File: src/rtl/apb_ucpd_sync_upd_ctrl_pkg.sv
// apb_ucpd_sync_upd_ctrl_pkg: shared state encoding and width helper for the sync update sequencer
package apb_ucpd_sync_upd_ctrl_pkg;
  typedef enum logic [1:0] {ST_IDLE = 2'd0, ST_HOLD = 2'd1, ST_WAIT_ACK = 2'd2} upd_st_e;
  function automatic int clog2(input int v);
    int r;
    for (r = 0; (1 << r) < v; r++) ;
    return r;
  endfunction
endpackage

File: src/rtl/apb_ucpd_sync_tmr.sv
// apb_ucpd_sync_tmr: loadable down-counter that saturates at zero and flags it
module apb_ucpd_sync_tmr #(
  parameter int W = 8
) (
  input  logic         pclk,
  input  logic         presetn,
  input  logic         clr,
  input  logic         ld,
  input  logic         en,
  input  logic [W-1:0] ld_val,
  output logic         zero
);
  logic [W-1:0] cnt;
  always_ff @(posedge pclk or negedge presetn)
    if (!presetn) cnt <= '0;
    else cnt <= clr ? '0 : ld ? ld_val : (en && cnt != '0) ? cnt - W'(1) : cnt;
  assign zero = cnt == '0;
endmodule

File: src/rtl/apb_ucpd_sync_upd_ctrl.sv
// apb_ucpd_sync_upd_ctrl: holds each published value for a fixed window, coalesces writes, optional ack wait
module apb_ucpd_sync_upd_ctrl
  import apb_ucpd_sync_upd_ctrl_pkg::*;
#(
  parameter int               WIDTH    = 8,
  parameter logic [WIDTH-1:0] RST_VAL  = '0,
  parameter int               HOLD_CYC = 4,
  parameter bit               ACK_EN   = 1'b0,
  parameter int               TMO_CYC  = 255
) (
  input  logic             pclk,
  input  logic             presetn,
  input  logic             init_n,
  input  logic             wr_req,
  input  logic [WIDTH-1:0] wr_data,
  output logic [WIDTH-1:0] data_s,
  output logic             upd_tgl,
  input  logic             ack_tgl_sync,
  output logic             wr_busy,
  output logic             pend,
  output logic             done,
  output logic             tmo_err
);
  localparam int HW = clog2(HOLD_CYC + 1);
  localparam int TW = clog2(TMO_CYC + 1);
  upd_st_e state;
  logic [WIDTH-1:0] pend_buf;
  logic hold_zero, tmo_zero, ack_match, to_wait, complete, timeout, publish;
  always_comb begin
    ack_match = ack_tgl_sync == upd_tgl;
    to_wait   = state == ST_HOLD && hold_zero && ACK_EN;
    complete  = (state == ST_HOLD && hold_zero && !ACK_EN) ||
                (state == ST_WAIT_ACK && (ack_match || tmo_zero));
    timeout   = state == ST_WAIT_ACK && tmo_zero && !ack_match;
    publish   = (state == ST_IDLE && wr_req) || (complete && (wr_req || pend));
  end
  assign wr_busy = state != ST_IDLE;
  apb_ucpd_sync_tmr #(.W(HW)) u_hold (
    .pclk, .presetn, .clr(!init_n), .ld(publish), .en(state == ST_HOLD),
    .ld_val(HW'(HOLD_CYC - 1)), .zero(hold_zero)
  );
  apb_ucpd_sync_tmr #(.W(TW)) u_tmo (
    .pclk, .presetn, .clr(!init_n), .ld(to_wait), .en(state == ST_WAIT_ACK),
    .ld_val(TW'(TMO_CYC - 1)), .zero(tmo_zero)
  );
  // a write in the completion cycle is published straight away and supersedes pend_buf
  always_ff @(posedge pclk or negedge presetn)
    if (!presetn) begin
      state    <= ST_IDLE;
      data_s   <= RST_VAL;
      upd_tgl  <= 1'b0;
      pend     <= 1'b0;
      pend_buf <= '0;
      done     <= 1'b0;
      tmo_err  <= 1'b0;
    end else if (!init_n) begin
      state    <= ST_IDLE;
      data_s   <= RST_VAL;
      upd_tgl  <= 1'b0;
      pend     <= 1'b0;
      pend_buf <= '0;
      done     <= 1'b0;
      tmo_err  <= 1'b0;
    end else begin
      done    <= complete;
      tmo_err <= timeout;
      if (publish) begin
        data_s  <= wr_req ? wr_data : pend_buf;
        upd_tgl <= !upd_tgl;
        state   <= ST_HOLD;
        pend    <= 1'b0;
      end else if (complete) state <= ST_IDLE;
      else if (to_wait) state <= ST_WAIT_ACK;
      if (wr_req && !publish) begin
        pend     <= 1'b1;
        pend_buf <= wr_data;
      end
    end
endmodule

File: config.mk
export PLATFORM = sky130hd
export DESIGN_NAME = apb_ucpd_sync_upd_ctrl
export DESIGN_NICKNAME = d
export VERILOG_FILES = /design/src/rtl/apb_ucpd_sync_upd_ctrl_pkg.sv /design/src/rtl/apb_ucpd_sync_tmr.sv /design/src/rtl/apb_ucpd_sync_upd_ctrl.sv
export SDC_FILE = /design/constraint.sdc
export NUM_CORES = 1
export LEC_CHECK = 0
export BUFFER_PORTS_ARGS = -buffer_cell sky130_fd_sc_hd__buf_2
export CAP_MARGIN = 10
export CELL_PAD_IN_SITES_DETAIL_PLACEMENT = 1
export CELL_PAD_IN_SITES_GLOBAL_PLACEMENT = 1
export CORE_AREA = 10 10 63 65
export CTS_CLUSTER_SIZE = 30
export DETAILED_ROUTE_END_ITERATION = 10
export DIE_AREA = 0 0 73 75
export HOLD_SLACK_MARGIN = 0.02
export PLACE_DENSITY = 0.88
export SETUP_SLACK_MARGIN = 0.4
export SLEW_MARGIN = 20
export SYNTH_ARGS = -nofsm -noshare
export SYNTH_HDL_FRONTEND = slang
export SYNTH_HIERARCHICAL = 1
export SYNTH_SLANG_ARGS = --single-unit
File: constraint.sdc
create_clock -name pclk -period 4.7 [get_ports pclk]
set_input_delay 0.47 -clock pclk [delete_from_list [all_inputs] [get_ports pclk]]
set_output_delay 0.47 -clock pclk [all_outputs]
set_load 0.03 [all_outputs]
# Word level (Yosys, flattened, before mapping)
# Cells that the tools add are included.
# Widths: inputs -> output; s select.
# op_classes
n_addsub,2
eq_ne,9
muxes,20
n_reduce_logical,22
# ops
cell,count
$mux 8,7
$logic_and 1x1->1,9
$mux 3,3
$ne 3x1->1 const B,3
$logic_not 8->1,1
$reduce_bool 8->1,1
$sub 8x1->8 const B,1
$mux 1,7
$mux 2,3
$ne 2x1->1 const B,3
$logic_or 1x1->1,4
$logic_not 1->1,3
$logic_not 3->1,1
$reduce_bool 3->1,1
$sub 3x1->3 const B,1
$eq 2x1->1 const B,1
$eq 2x2->1 const B,1
$logic_not 2->1,1
$reduce_bool 2->1,1
$eq 1x1->1,1
# totals
ff_bits,33
input_bits,13
elab_cells,62

# Longest topological paths before layout
# depth
word_depth,10
ltp_mapped,9
mapped_depth_nobuf,8

# Modules after synthesis
# The synthesis kept the hierarchy.
# by_module_without_submodules
mod,instances,cells_each,area_per_inst_um2,seq_area_each_um2
apb_ucpd_sync_upd_ctrl,1,82,958.4,500.5
apb_ucpd_sync_tmr,1,21,200.2,75.1

# Least setup slack after synthesis
# Ideal clock, no wire load.
# synth_path
path_type,flip-flop to flip-flop
start,register u_hold.cnt[0]
end,register u_hold.cnt[2]
setup_time_ps,82
arrival_ps,1697
required_time_ps,4618
setup_slack_ps,2921
path_stages_with_launch,10
n_path_buf,1
period_less_slack_ps,1779
cell_sequence,dfrtp_1 > inv_1 > ha_1 > ha_1 > nand2b_1 > nand2_2 > inv_2 > buf_6 > or3_1 > a31oi_1
# synth_between
elab_chain_cells,7
# synth_lines
item,line_no,rtl
start: declaration,apb_ucpd_sync_tmr.sv:13,logic [W-1:0] cnt;
start signal: assignment,apb_ucpd_sync_tmr.sv:16,else cnt <= clr ? '0 : ld ? ld_val : (en && cnt != '0) ? cnt - W'(1) : cnt;
$logic_not 3->1 *,apb_ucpd_sync_tmr.sv:17,assign zero = cnt == '0;
net hold_zero,apb_ucpd_sync_upd_ctrl.sv:28,"logic hold_zero, tmo_zero, ack_match, to_wait, complete, timeout, publish;"
$logic_and 1x1->1 *,apb_ucpd_sync_upd_ctrl.sv:32,complete = (state == ST_HOLD && hold_zero && !ACK_EN) ||
$logic_or 1x1->1 *,apb_ucpd_sync_upd_ctrl.sv:32,
$logic_and 1x1->1 *,apb_ucpd_sync_upd_ctrl.sv:35,publish = (state == ST_IDLE && wr_req) || (complete && (wr_req || pend));
$logic_or 1x1->1 *,apb_ucpd_sync_upd_ctrl.sv:35,
net publish,apb_ucpd_sync_upd_ctrl.sv:28,
$mux 3 (2 in series),apb_ucpd_sync_tmr.sv:16,
# Mark *: on every way through the listed nets, which the timed path passes. The rest lies on a longest branch. The select of a mux whose other input is x is not followed.
# A chain may end at the register's enable or synchronous reset.

# Worst setup path in the final report
# layout_path
start,register u_hold.cnt[0]
end,register u_hold.cnt[2]
# layout_between
elab_chain_cells,7
# layout_lines
item,line_no
$logic_not 3->1 *,apb_ucpd_sync_tmr.sv:17
net hold_zero,apb_ucpd_sync_upd_ctrl.sv:28
$logic_and 1x1->1 *,apb_ucpd_sync_upd_ctrl.sv:32
$logic_or 1x1->1 *,apb_ucpd_sync_upd_ctrl.sv:32
$logic_and 1x1->1 *,apb_ucpd_sync_upd_ctrl.sv:35
$logic_or 1x1->1 *,apb_ucpd_sync_upd_ctrl.sv:35
$mux 3 (2 in series),apb_ucpd_sync_tmr.sv:16
# Marks and branches as above.

==> impl_metrics.tcl <==
set metrics [dict create \
    outcome "finished clean" \
    max_freq_mhz 455 \
    grt_overflow_total 0 \
    postRouteAntennaNets 0 \
    area_growth_syn_to_layout_pct 11.8 \
    drt-met1-wl_mm 1.19 \
    r2r-end "u_hold/cnt[2]" \
    die_height_um 75 \
    h-tree-depth 1 \
    routed_via_density 5.34 \
    ir_worst_vdd_uv 172 \
    vias 833 \
    grt_max_degree 24 \
    route.met3.wl_um 162 \
    routed_wl_mm 2.74 \
    clk_pin_slew_ns 0.14 \
    synth-seq-area-share 0.497 \
    critPathMaxStageDelay_ns 0.40 \
    cp_data_required_time_ns 4.91 \
    first_pass_iters 4 \
    clkLatencyLatePin_ns 0.31 \
    grt_pass1_vias 927 \
    n_fill_cell 325 \
    hp-class "in -> async" \
    worst-path-max-fanout 17 \
    die_x_um 73 \
    p_leak_nw 0.694 \
    worst_path_most_repeated_cell "ha_1" \
    finalCriticalPeriod_ns 2.20 \
    avgRoutedWirePerCell_um 17.5 \
    period_share 0.468 \
    start_util 0.428 \
    globalplace.congestion 0.692 \
    p_per_area_mw_per_mm2 332 \
    drtIter0Drc 45 \
    yosys_most_used_dff "dfrtp_1" \
    setup_viol_count_final 0 \
    cts_buffer_depth 2 \
    drv_slew 0 \
    path_class "reg -> reg" \
    finalHoldViolCount 0 \
    maxCapViolCount 0 \
    synth_seq_cells 23 \
    cts_tree "yes" \
    holdWs_ns 0.114 \
    top_layer "met4" \
    io_buffers 23 \
    worst_slew_margin_rel 0.553 \
    cts_resized 0 \
    cp-start-kind "flip-flop" \
    critPathSlowestCell "or3_1" \
    ys_async_sr_fraction 1.00 \
    drc 0 \
    syn_inst 103 \
    tightestPinTransition_ns 0.666 \
    cp-end-kind "flip-flop" \
    dpl.hpwl_mm 2.00 \
    nets 141 \
    ctsHoldBuffers 0 \
    rr_startpoint "u_hold/cnt[0]" \
    yosysWarnings 6 \
    num_antenna_cells 0 \
    tns_ns 0 \
    cts_root_buffer "clkbuf_4" \
    wl_met2_mm 1.35 \
    grt_pass1_wl_mm 4.60 \
    rsz0062_at_grt "false" \
    finalClockSkew_ns 0.0149 \
    critical_path.cell_chain "inv_1 -> ha_1 -> ha_1 -> nand2b_1 -> nand2_2 -> inv_2 -> or3_1 -> a31oi_1" \
    rows 19 \
    rrSetupSlack_ns 2.50 \
    numCtsBuffers 3 \
    die_area_mm2 0.00548 \
    clock-sinks 23 \
    coreArea_mm2 0.00271 \
    antenna_found_initial 0 \
    syn_area_mm2 0.00116 \
    cp.arrival_ns 2.41 \
    post_synth.cell_area_avg_um2 11.2 \
    post_cts_buffers 0 \
    pin_count 26 \
    grt_use_total 0.107 \
    layout-drive-gt1-share 0.296 \
    synth-edff-count 0 \
    synth.distinct_cells 31 \
    rr_worst_depth 8 \
]
[layout by cell type (no fill, tap or decap), types with 2 or more instances in the layout]
master / Yosys / final
mux2i_1: 16 / 16
buf_2: 3 / 23
inv_1: 4 / 4
ha_1: 2 / 2
nand3b_1: 2 / 2
nand2_1: 2 / 2
dfrtp_1: 23 / 23
a211oi_2: 7 / 7
nor2_1: 9 / 9
a211oi_1: 2 / 2
a21oi_1: 10 / 10
clkbuf_4: 0 / 3
conb_1: 2 / 4
[Yosys cell counts (all sizes together) (2+ instances only)]
cell type | instances | area [µm²]
dfrtp | 23 | 576
ha | 2 | 25.0
nand2 | 3 | 13.8
a211oi | 9 | 103
o21ai | 2 | 10.0
conb | 2 | 7.51
a21oi | 10 | 50.1
nand2b | 2 | 20.0
nand3b | 2 | 15.0
inv | 5 | 18.8
mux2i | 16 | 160
buf | 7 | 52.5
nor2 | 9 | 33.8
[cell families after synthesis]
family | Yosys count | share of synthesized area
AO/OA/AOI/OAI | 24 | 0.159
XOR/XNOR | 1 | 0.00756
adder cells (fa/ha/maj) | 2 | 0.0216
buffers and inverters | 13 | 0.0648
flip-flops | 23 | 0.497
multiplexers | 16 | 0.138
other | 2 | 0.00648
AND/OR/NAND/NOR | 22 | 0.106
[registers in the layout (all words and copies together) (netlist names)]
signal	flops
state	1
done	1
upd_tgl	1
u_hold/cnt	3
pend	1
data_s	8
pend_buf	8
[layout make-up]
type                            instances  area, µm²  area share
Timing Repair Buffer                   23        115      0.0889
Clock buffer                            3       22.5      0.0174
Clock inverter                          1       5.00     0.00386
Inverter                                6       22.5      0.0174
Tap cell                               31       38.8      0.0300
Multi-Input combinational cell         69        515       0.398
Sequential cell                        23        576       0.444
[critical path: cells and delay by family (launching register included)]
family / cells / cell delay, ns
adders and majority gates: 2 / 0.41
DFF: 1 / 0.38
buffers and inverters: 2 / 0.21
AOI/OAI and AO/OA: 1 / 0.16
and+or+nand+nor: 3 / 0.93
[worst max-delay path by stage]
stage / start / endpoint / slack, ns
floorplan: u_hold/cnt[0] / u_hold/cnt[2] / 2.92
global placement: u_hold/cnt[0] / u_hold/cnt[2] / 2.58
detailed placement: u_hold/cnt[1] / u_hold/cnt[2] / 2.52
CTS: u_hold/cnt[0] / u_hold/cnt[2] / 2.49
global route: u_hold/cnt[0] / u_hold/cnt[2] / 2.32
finish: u_hold/cnt[0] / u_hold/cnt[2] / 2.50
[power breakdown]
group	switching (W)	total, W	internal, W	leakage, nW
Combinational	0.0000739	0.000114	0.0000404	0.368
Sequential	0.0000107	0.000224	0.000213	0.308
Clock	0.0000594	0.0000911	0.0000318	0.0177
Total	0.000144	0.000430	0.000286	0.694
[routing by layer]
layer / vias up / track usage
met1: 418 / 0.122
met3: 4 / 0.0381
met2: 17 / 0.177
li1: 394 / -
met5: - / 0
met4: 0 / 0.0443
[metrics by stage]
| step | setup slack, ns | std cells | total power [W] | util | area, µm² |
|---|---|---|---|---|---|
| 3_5_place_dp | 2.52 | 152 | 0.000343 | 0.468 | 1270 |
| 6_report | 2.50 | 156 | 0.000430 | 0.478 | 1290 |
| 2_1_floorplan | 2.92 | 105 | 0.000312 | - | 1170 |
| 3_3_place_gp | 2.58 | 152 | 0.000337 | 0.468 | 1270 |
| 5_1_grt | 2.32 | 156 | 0.000454 | 0.478 | 1290 |
| 4_1_cts | 2.49 | 156 | 0.000435 | 0.478 | 1290 |
Power figures use the tool's default switching activity.
